### config.mk
export PLATFORM = sky130hd
export DESIGN_NAME = fetch_stage
export DESIGN_NICKNAME = d
export VERILOG_FILES = /design/src/rtl/fetch_stage.sv
export SDC_FILE = /design/constraint.sdc
export NUM_CORES = 1
export LEC_CHECK = 0
export CAP_MARGIN = 20
export CORE_ASPECT_RATIO = 0.6
export CORE_MARGIN = 2
export CORE_UTILIZATION = 39
export CTS_BUF_LIST = sky130_fd_sc_hd__clkbuf_4
export DETAILED_ROUTE_END_ITERATION = 6
export PLACE_DENSITY = 0.8
export SYNTH_ARGS = -nofsm -noshare
export SYNTH_HDL_FRONTEND = slang
export SYNTH_SLANG_ARGS = --single-unit
### constraint.sdc
create_clock -name clk -period 2.4 [get_ports clk]
set_clock_uncertainty 0.15 [all_clocks]
set_input_delay 0.48 -clock clk [delete_from_list [all_inputs] [get_ports clk]]
set_output_delay 0.48 -clock clk [all_outputs]
set_load 0.05 [all_outputs]
### src/rtl/fetch_stage.sv
`default_nettype none
// ============================================================================
// Module  : fetch_stage
// Brief   : Instruction fetch. Owns the PC, addresses a 1-cycle imem and
//           presents {pc, ins} to decode over valid/ready with replay/redirect.
// Revision: 1.0 - initial release
// ============================================================================
module fetch_stage #(
    parameter int              XLEN      = 32,
    parameter int              IMEM_SIZE = 1024,
    parameter int              ADDR_BITS = $clog2(IMEM_SIZE),
    parameter logic [XLEN-1:0] RESET_PC  = '0,
    parameter logic [XLEN-1:0] NOP_INS   = XLEN'(32'h0000_0013)
) (
    input  logic                 clk,
    input  logic                 reset,
    output logic [ADDR_BITS-1:0] imem_addr,
    input  logic [XLEN-1:0]      imem_ins,
    input  logic                 redirect_valid,
    input  logic [XLEN-1:0]      redirect_pc,
    output logic                 out_valid,
    input  logic                 out_ready,
    output logic [XLEN-1:0]      out_pc,
    output logic [XLEN-1:0]      out_ins,
    output logic                 out_fault,
    output logic [31:0]          fetch_count
);

    localparam logic [XLEN-1:0] c_LAST_PC = XLEN'(IMEM_SIZE - 4);
    localparam logic [XLEN-1:0] c_PC_STEP = XLEN'(4);

    logic            r_rsp_valid;
    logic [XLEN-1:0] r_rsp_pc;
    logic [31:0]     r_fetch_count;
    logic [XLEN-1:0] w_req_pc;
    logic            w_out_valid;
    logic            w_bad_pc;

    // Stalling re-issues the held address so imem keeps returning the same word.
    always_comb begin
        w_req_pc = RESET_PC;
        if (reset) begin
            w_req_pc = RESET_PC;
        end else if (redirect_valid) begin
            w_req_pc = redirect_pc;
        end else if (r_rsp_valid && !out_ready) begin
            w_req_pc = r_rsp_pc;
        end else if (r_rsp_valid) begin
            w_req_pc = r_rsp_pc + c_PC_STEP;
        end
    end

    assign imem_addr   = w_req_pc[ADDR_BITS-1:0];
    assign w_out_valid = r_rsp_valid && !redirect_valid && !reset;
    assign w_bad_pc    = (r_rsp_pc[1:0] != 2'b00) || (r_rsp_pc > c_LAST_PC);

    assign out_valid   = w_out_valid;
    assign out_pc      = r_rsp_pc;
    assign out_fault   = w_out_valid && w_bad_pc;
    assign out_ins     = out_fault ? NOP_INS : imem_ins;
    assign fetch_count = r_fetch_count;

    always_ff @(posedge clk) begin
        if (reset) begin
            r_rsp_valid   <= 1'b0;
            r_rsp_pc      <= RESET_PC;
            r_fetch_count <= 32'd0;
        end else begin
            r_rsp_valid <= 1'b1;
            r_rsp_pc    <= w_req_pc;
            if (w_out_valid && out_ready) begin
                r_fetch_count <= r_fetch_count + 32'd1;
            end
        end
    end

endmodule
`default_nettype wire

==> summary by stage, run 1 <==
STA
Headroom to the max-slew limit came out at 0.526. The achievable frequency is 0.360 GHz. Setup repair after global routing could not meet its margin everywhere. The sum of negative setup slack is -12380 ps. The count of endpoints failing setup in the final report is 40.

Hold timing on the final database bottoms out at a slack of 284 ps. At the pin with the least slew margin, the transition time is 705 ps. The count of endpoints failing hold in the final timing report is 0. The setup slack after layout is -378 ps. The count of pins over their slew limit is 0. The time the final worst path needs with I/O delays and setup is 2780 ps. The period utilization is 1.16.

Clocking
In this run, post-CTS hold repair placed 0 buffers. The clock passes through at most 2 buffers. The clock input transition at the sequential cells of the worst setup and hold paths is 140 ps. In this run the number of H-tree levels came out at 3.

The total number of clock tree sinks is 65. The clock tree root driver cell is clkbuf_4. At the later pin of the worst-skew pair, clock insertion delay measures 460 ps. The TritonCTS clock tree is yes.

The total CTS buffers is 9.

Logic synthesis
The count of warnings emitted by yosys is 0. Summed over all instances, the cell type with the most area after synthesis is dfxtp_1. The most instantiated flip-flop cell in the synthesis netlist is dfxtp_1. Sorting the synthesized cells by area gives the leading types as dfxtp_1, and2_1, nand2_1, o21ai_0, nand3_1. The fraction of synthesis flops using an asynchronous set or reset pin is 0. Synthesis inferred 65 register bits.

In this run, synthesis inferred 0 flip-flops with an integrated enable. The synthesized netlist occupies a cell area of 3750 µm². The portion of the post-synthesis area used by sequential elements is 0.347. The mean cell area of the mapped netlist is 7.86 µm². By count the netlist is led by dfxtp_1, nand2_1, and2_1, o21ai_0, nand3_1.

The share of synthesized area in the top cell type comes to 0.347. The most instantiated library cell after synthesis is dfxtp_1. The post-synthesis cell count is 478.

The count of unique library cells instantiated by Yosys is 50. Counting every net in the synthesized netlist gives 548.

Pwr
The peak supply drop is 0.000274 V. The power per cell area is 417 nW/µm². The design draws 3.01 mW. In this run the static leakage power is 3.15 nW.

Finish
Excluding fillers, the count of instances in the completed layout stands at 844. The final design area excluding fillers is 7200 µm². The total number of nets in the final design is 779. Across the whole layout, storage elements account for 1330 µm².

The area growth from synthesis to layout is 91.8%. The multi-input gate area in the final layout is 2600 µm². The share of final-layout standard cells stronger than drive strength 1 is 0.308. The end-of-flow core utilization is 0.778. After filler insertion, the fill cell instance count of the layout stands at 592. The number of antenna diodes in the final layout is 0.

Global route
The wire length of the first global-routing pass is 24800 µm. The number of global-route vias before repair is 4673. The met3 usage is 0.0690. The aggregate global-route resource usage is 0.302. Global routing finished with a remaining overflow of 0. The most congested layer reported by global routing is met2. The met1 capacity usage during global routing is 0.419. For this run, global-route usage on met2 was measured as 0.482.

Entering global routing, the biggest net connects 34 pins. The number of antenna violations at the first check in global routing is 0.

Placed design
The number of I/O port buffers is 175. The HPWL after detailed placement is 11900 µm. Routability-driven placement finished with a final weighted congestion of 0.914. Before CTS, the worst setup slack after placement is -480 ps. Including well taps, the total number of placed cells is 813.

The placed instances occupy a cell area of 6610 µm².

Route
After the first detailed-routing iteration, the DRC count stood at 516. After detailed routing, the number of vias per cell comes to 5.91. The post-detailed-routing wire length is 17300 µm. The via count of the routed design is 4992. Dividing the detail-routed wire length by the instance count gives 20.5 µm.

The remaining design rule violation count is 0. The count of nets left with antenna violations once routing finished came out at 0. The iteration count of the initial detailed-routing pass is 6.

Critical path
The category of the most critical setup path is reg2out. The required time at the worst-slack endpoint is 1770 ps. The kind of launch point of the worst setup path is a register. In this run the worst path has a maximum fanout of 33. The kind of capture point of the worst setup path is an output port.

The data arrival time of the critical path is 2150 ps.

Die
The total I/O pin count is 176. The area of the core region is 9260 µm². The width of the die is 131 µm. The die covers 10500 µm². The initial core utilization is 0.406. The floorplan die height is 80.0 µm. The number of rows in the core area is 27.

Status
The final reports fail on setup timing. The flow ran to the end, but the final reports show violations.

Min path
The path class of the tightest hold or removal check is in2reg.

Run
The reported max-cap violation count is 0.
critical path, cell delays in order (launching register included):
cell     delay (ps)
dfxtp_1         460
nor4_4          260
nand4_1         190
o21ai_2         230
buf_12          210
and2_4          190
buf_12          130
state kept, by name (all words and copies together) (netlist names):
signal,count
fetch_count,32
out_pc,32
r_rsp_valid,1
worst paths after layout:
kind,startpoint,end,slack (ps),depth (start not counted)
setup / recovery,out_pc[10]$_SDFFE_PP0P_,out_ins[19],-380,6
hold reg to reg,fetch_count[30]$_SDFFE_PP0P_,fetch_count[30]$_SDFFE_PP0P_,370,2
hold / removal,reset,fetch_count[0]$_SDFFE_PP0P_,280,3
setup reg to reg,out_pc[10]$_SDFFE_PP0P_,out_pc[12]$_SDFFE_PP0P_,-130,5
routing by layer:
metal  part of all wire  vias to the layer above
met4              0.024                        0
met1               0.39                     2349
li1                   -                     2235
met2               0.47                      356
met5                  0                        -
met3               0.11                       52
cells by family (layout without fill, tap and decap cells):
| group | count (synthesis) | in the layout | synth area share |
|---|---|---|---|
| and+or+nand+nor | 229 | 229 | 0.346 |
| buffers and inverters | 48 | 284 | 0.0523 |
| AOI/OAI and AO/OA | 112 | 112 | 0.196 |
| xor gates and xnor gates | 18 | 18 | 0.0420 |
| muxes | 4 | 4 | 0.0110 |
| adders and majority gates | 2 | 2 | 0.00666 |
| DFF | 65 | 65 | 0.347 |
final cells by class:
type	instances	share of cell area
inverter	17	0.00938
sequential	65	0.184
timing repair buffer	251	0.401
clock buffer	10	0.0104
clock inverter	6	0.0115
tap	130	0.0226
multi-input combinational	365	0.361
layout by cell type, fill, tap and decap left out, types with 9 or more instances in the layout:
master and n:
nand4_1 17, o21ai_0 24, buf_4 65, nand3_1 27, nor2_1 20, inv_1 15, nand2_1 44, clkdlybuf4s50_1 95
dlymetal6s2s_1 26, o31ai_1 9, clkbuf_4 10, nor4_1 10, buf_12 46, or3_1 9, dlygate4sd2_1 9, or4_1 17
dfxtp_1 54, nor3_1 10, and2_4 29, a21oi_1 21
repair_timing:
action / 4_1_cts / 5_1_grt
setup buffers: 7 / 7
resized for setup: 42 / 50
gates cloned: 0 / 1
setup endpoints to repair: 54 / 75
pin swaps: 7 / 12
power breakdown:
part	total [mW]	leakage, nW	switching, mW	internal (mW)
Clock	0.871	0.0878	0.442	0.429
Combinational	0.991	2.53	0.515	0.476
Sequential	1.14	0.534	0.0390	1.10
Power figures use the tool's default switching activity.
==> inputs of run 2 (changes only) <==
--- a/config.mk
+++ b/config.mk
@@ -5,13 +5,14 @@
 export SDC_FILE = /design/constraint.sdc
 export NUM_CORES = 1
 export LEC_CHECK = 0
+export ABC_AREA = 1
 export CAP_MARGIN = 20
 export CORE_ASPECT_RATIO = 0.6
 export CORE_MARGIN = 2
-export CORE_UTILIZATION = 39
+export CORE_UTILIZATION = 40
 export CTS_BUF_LIST = sky130_fd_sc_hd__clkbuf_4
 export DETAILED_ROUTE_END_ITERATION = 6
-export PLACE_DENSITY = 0.8
+export PLACE_DENSITY = 0.77
 export SYNTH_ARGS = -nofsm -noshare
 export SYNTH_HDL_FRONTEND = slang
 export SYNTH_SLANG_ARGS = --single-unit
==> summary by stage, run 2 <==
Clocking
The number of buffers on the longest clock path is 2 (unchanged). The insertion delay to the later sink of the worst-skew pair is 460 ps (about the same). The clock tree root driver cell is clkbuf_4.

The TritonCTS clock tree is yes. The total number of clock tree sinks came to 65 (unchanged). The total CTS buffers is 9 (unchanged). The level count of the clock H-tree is 3 (unchanged). The total of hold buffers inserted after clock tree synthesis is 0 (unchanged). The clock input transition at the sequential cells of the worst setup and hold paths is 120 ps (-20 ps).

Finish
The end-of-flow core utilization was 0.728 (-0.0496). The share of final-layout standard cells stronger than drive strength 1 was 0.236 (-0.0724). The layout-stage area growth over the synthesis result is 74.0%. The top cell types in the final layout, fill and taps aside, are nand2_1, inv_1, clkdlybuf4s50_1. The library cell used most frequently in the layout, excluding fill and tap cells, is nand2_1. The total inserted antenna cells was 0 (unchanged). The final design area excluding fillers came to 7850 µm² (+9.0%). The fill cell total of the finished layout is 843 (+42%). The total number of nets in the final design was 1079 (+39%).

Logic synthesis
The area share of xor/xnor cells in the synthesized design is 0.00971 (-0.0323). The portion of netlist area occupied by mux cells is 0 (-0.0110). Yosys instantiated no cell more often than nand2_1. The number of enable-type register cells in the synthesized netlist was 0 (unchanged). By area the synthesized netlist is led by dfxtp_1, nand2_1, nor2_1, inv_1, nand3_1. The adder and majority cell fraction of the synthesized area is 0.00555 (-0.00112).

After synthesis, the most frequently instantiated cells are nand2_1, nor2_1, inv_1, dfxtp_1, nand3_1. The synthesized cell area is 4510 µm² (+20%). The top cell type's share of synthesized area is 0.288 (-0.0581). The mean cell area of the mapped netlist came to 5.82 µm² (-26%). The most instantiated flip-flop cell in the synthesis netlist is dfxtp_1.

The share of the synthesized area in compound gates (AO/OA/AOI/OAI) is 0.143 (-0.0534). The fraction of synthesis flops using an asynchronous set or reset pin is 0 (unchanged). The post-synthesis cell type with the largest combined area is dfxtp_1. The portion of the post-synthesis area used by sequential elements is 0.288 (-0.0581). The combinational family with the most area after synthesis is simple AND/OR/NAND/NOR gates. The post-synthesis cell count is 775 (+62%). The count of unique library cells instantiated by Yosys is 37 (-26%). The synthesized netlist net count is 845 (+54%). The total of flip-flops plus latches after synthesis came to 65 (unchanged).

The count of warnings emitted by yosys is 0 (unchanged). The simple-gate area share of the yosys netlist was 0.431 (+0.0852).

Critical path
The cell family contributing the most delay on the critical path is simple AND/OR/NAND/NOR gates. The worst reg-to-reg setup slack came to 420 ps (+550 ps). The endpoint identified for the worst register-to-register timing path is fetch_count[24]$_SDFFE_PP0P_. The critical path goes through nor4_4 -> nand2_1 -> nor2_2 -> nand2_2 -> nand2_4 -> inv_8 -> buf_16 -> nor2_4 -> buf_8. The data arrival time of the critical path is 2050 ps (-100 ps). STA classifies the critical path startpoint as a register.

In this run the critical register-to-register path is launched from fetch_count[1]$_SDFFE_PP0P_. The worst setup path is captured at an output port. The peak per-stage delay on the critical path is 370 ps (-90 ps). The logic depth of the worst setup path including buffers is 9 (+3). The worst reg-to-reg path cell count came to 9 (+4).

The combined buffer and inverter count along the critical path is 3 (+1). The worst setup path is of the reg2out kind. The required time at the worst-slack endpoint is 1770 ps (about the same).

The cell type of the slowest stage on the worst timing path is dfxtp_2. The maximum fanout along the worst path is 7 (-79%).

Route
The iteration count of the initial detailed-routing pass is 7 (+1). The remaining antenna violation count is 0 (unchanged). The post-detailed-routing wire length is 19200 µm (+11%). The remaining design rule violation count is 0 (unchanged). The iteration-0 DRC count of the detailed router is 631 (+22%). The via count of the routed design is 6037 (+21%). The mean routed wirelength per cell is 16.7 µm (-19%). The via count normalized by instance count is 5.24 (-11%).

Min path
The worst hold path class is reg2reg. The origin of the worst min-delay path is out_pc[10]$_SDFFE_PP0P_. The destination of the worst hold path is out_pc[10]$_SDFFE_PP0P_. The worst hold path cell count is 2 (-1).

Die
The area of the core region is 10800 µm² (+16%). The overall die area is 12200 µm² (+16%). The initial core utilization is 0.419 (+0.0129). The width of the die is 141 µm (+8.0%).

The floorplan die height is 86.3 µm (+7.8%). The total I/O pin count is 176 (unchanged). The number of rows in the core area came to 29 (+7.4%).

STA
The count of endpoints failing setup in the final report is 37 (-7.5%). Setup repair after global routing could not meet its margin everywhere. The count of pins over their slew limit is 0 (unchanged). The worst slew margin relative to its limit came to 0.629 (+0.103). The setup slack after layout is -285 ps (+93.4 ps).

The slew of the pin with the lowest slew margin came to 555 ps (-150 ps). The period utilization is 1.12 (-0.0389). The achievable frequency came to 0.372 GHz (+3.5%). The time the final worst path needs with I/O delays and setup is 2680 ps (-93.4 ps). The count of endpoints failing hold in the final timing report came to 0 (unchanged).

Global route
The wire length of the first global-routing pass came to 29400 µm (+19%). The aggregate global-route resource usage is 0.310 (+0.00744). The total overflow reported by the global router was 0 (unchanged). The number of antenna violations at the first check in global routing is 0 (unchanged). The pin count of the biggest net entering global routing is 34 (unchanged). The number of global-route vias before repair came to 5617 (+20%).

Status
The checks that failed: setup timing. The run finished, with violations left.

Pwr
The power per cell area is 376 nW/µm² (-9.8%). The peak supply drop is 0.000226 V (-17%). The leakage power total is 3.56 nW (+13%).

Placed design
The HPWL after detailed placement was 14000 µm (+17%). The final weighted congestion in routability-driven placement is 1.00 (+9.9%). The number of I/O port buffers was 175 (unchanged). The area of placed instances came to 7130 µm² (+8.0%).

Run
The reported max-cap violation count is 0 (unchanged).
-- run 2: cell types whose count changed in the layout (fill, tap and decap cells not counted), sizes merged, moves of 8 or more --
cell | before | now
a21oi | 21 | 46
and2 | 32 | 0
dlygate4sd2 | 9 | 23
dlymetal6s2s | 26 | 12
inv | 16 | 118
nand2 | 45 | 229
nand3 | 27 | 54
nor2 | 23 | 138
nor3 | 10 | 0
nor4 | 15 | 4
or3 | 9 | 0
or4 | 17 | 0
xnor2 | 10 | 2
-- run 2: cell type report --
| type | count | area (µm²) | area share |
|---|---|---|---|
| Clock buffer | 10 | 75.1 | 0.00956 |
| Sequential cell | 65 | 1330 | 0.169 |
| Clock inverter | 6 | 58.8 | 0.00749 |
| Inverter | 118 | 450 | 0.0574 |
| Tap cell | 139 | 174 | 0.0222 |
| Multi-Input combinational cell | 570 | 3150 | 0.402 |
| Timing Repair Buffer | 245 | 2610 | 0.333 |
-- run 2: metrics by stage --
stage          std cells  hold WS [ps]  setup slack, ps  TNS [ps]  total power, mW
2_1_floorplan        775           440             -207      -716             1.68
3_3_place_gp        1128           335             -309     -9180             2.09
3_5_place_dp        1128           351             -296    -10530             2.09
4_1_cts             1149           369             -236     -7180             2.91
5_1_grt             1153           390             -372    -11990             3.04
6_report            1153           369             -285     -8790             2.95
-- run 2: worst max-delay path by stage --
stage                             from      endpoint  slack [ps]
6_report       out_pc[25]$_SDFFE_PP0P_    out_ins[9]        -280
4_1_cts        out_pc[16]$_SDFFE_PP0P_    out_ins[3]        -240
3_3_place_gp            redirect_valid  imem_addr[1]        -310
2_1_floorplan                    reset  imem_addr[0]        -210
3_5_place_dp            redirect_valid    out_ins[3]        -300
5_1_grt        out_pc[24]$_SDFFE_PP0P_    out_ins[9]        -370
-- run 2: repair_timing --
item	CTS	global route
endpoints found under the setup margin	62	52
gates cloned	3	0
buffers inserted	2	5
gates resized for setup	109	50
hold endpoints to repair	0	0
pin swaps	9	13
-- run 2: kinds of logic after synthesis --
logic type               Yosys count
AO/OA/AOI/OAI                    113
buffers and inverters            140
adder cells (fa/ha/maj)            2
flip-flops                        65
AND/OR/NAND/NOR                  450
XOR/XNOR                           5
-- run 2: tightest hold or removal path, delay by kind of cell (launching register included) --
family	cells	cell delay (ps)
DFF	1	340
and+or+nand+nor	1	60
AOI/OAI and AO/OA	1	70
-- run 2: power breakdown --
part	switching, mW	internal [mW]	total, mW	leakage, nW
Clock	0.452	0.322	0.774	0.0715
Combinational	0.596	0.427	1.02	2.95
Sequential	0.0449	1.11	1.16	0.536
Total	1.09	1.86	2.95	3.56
-- run 2: layer usage --
metal / wire length, µm / vias to the layer above / part of all wire / track usage
li1: - / 2934 / - / -
met1: 8430 / 2705 / 0.44 / 0.435
met2: 8350 / 355 / 0.43 / 0.480
met3: 2040 / 43 / 0.11 / 0.0785
met4: 401 / 0 / 0.021 / 0.0745
met5: 0 / - / 0 / 0
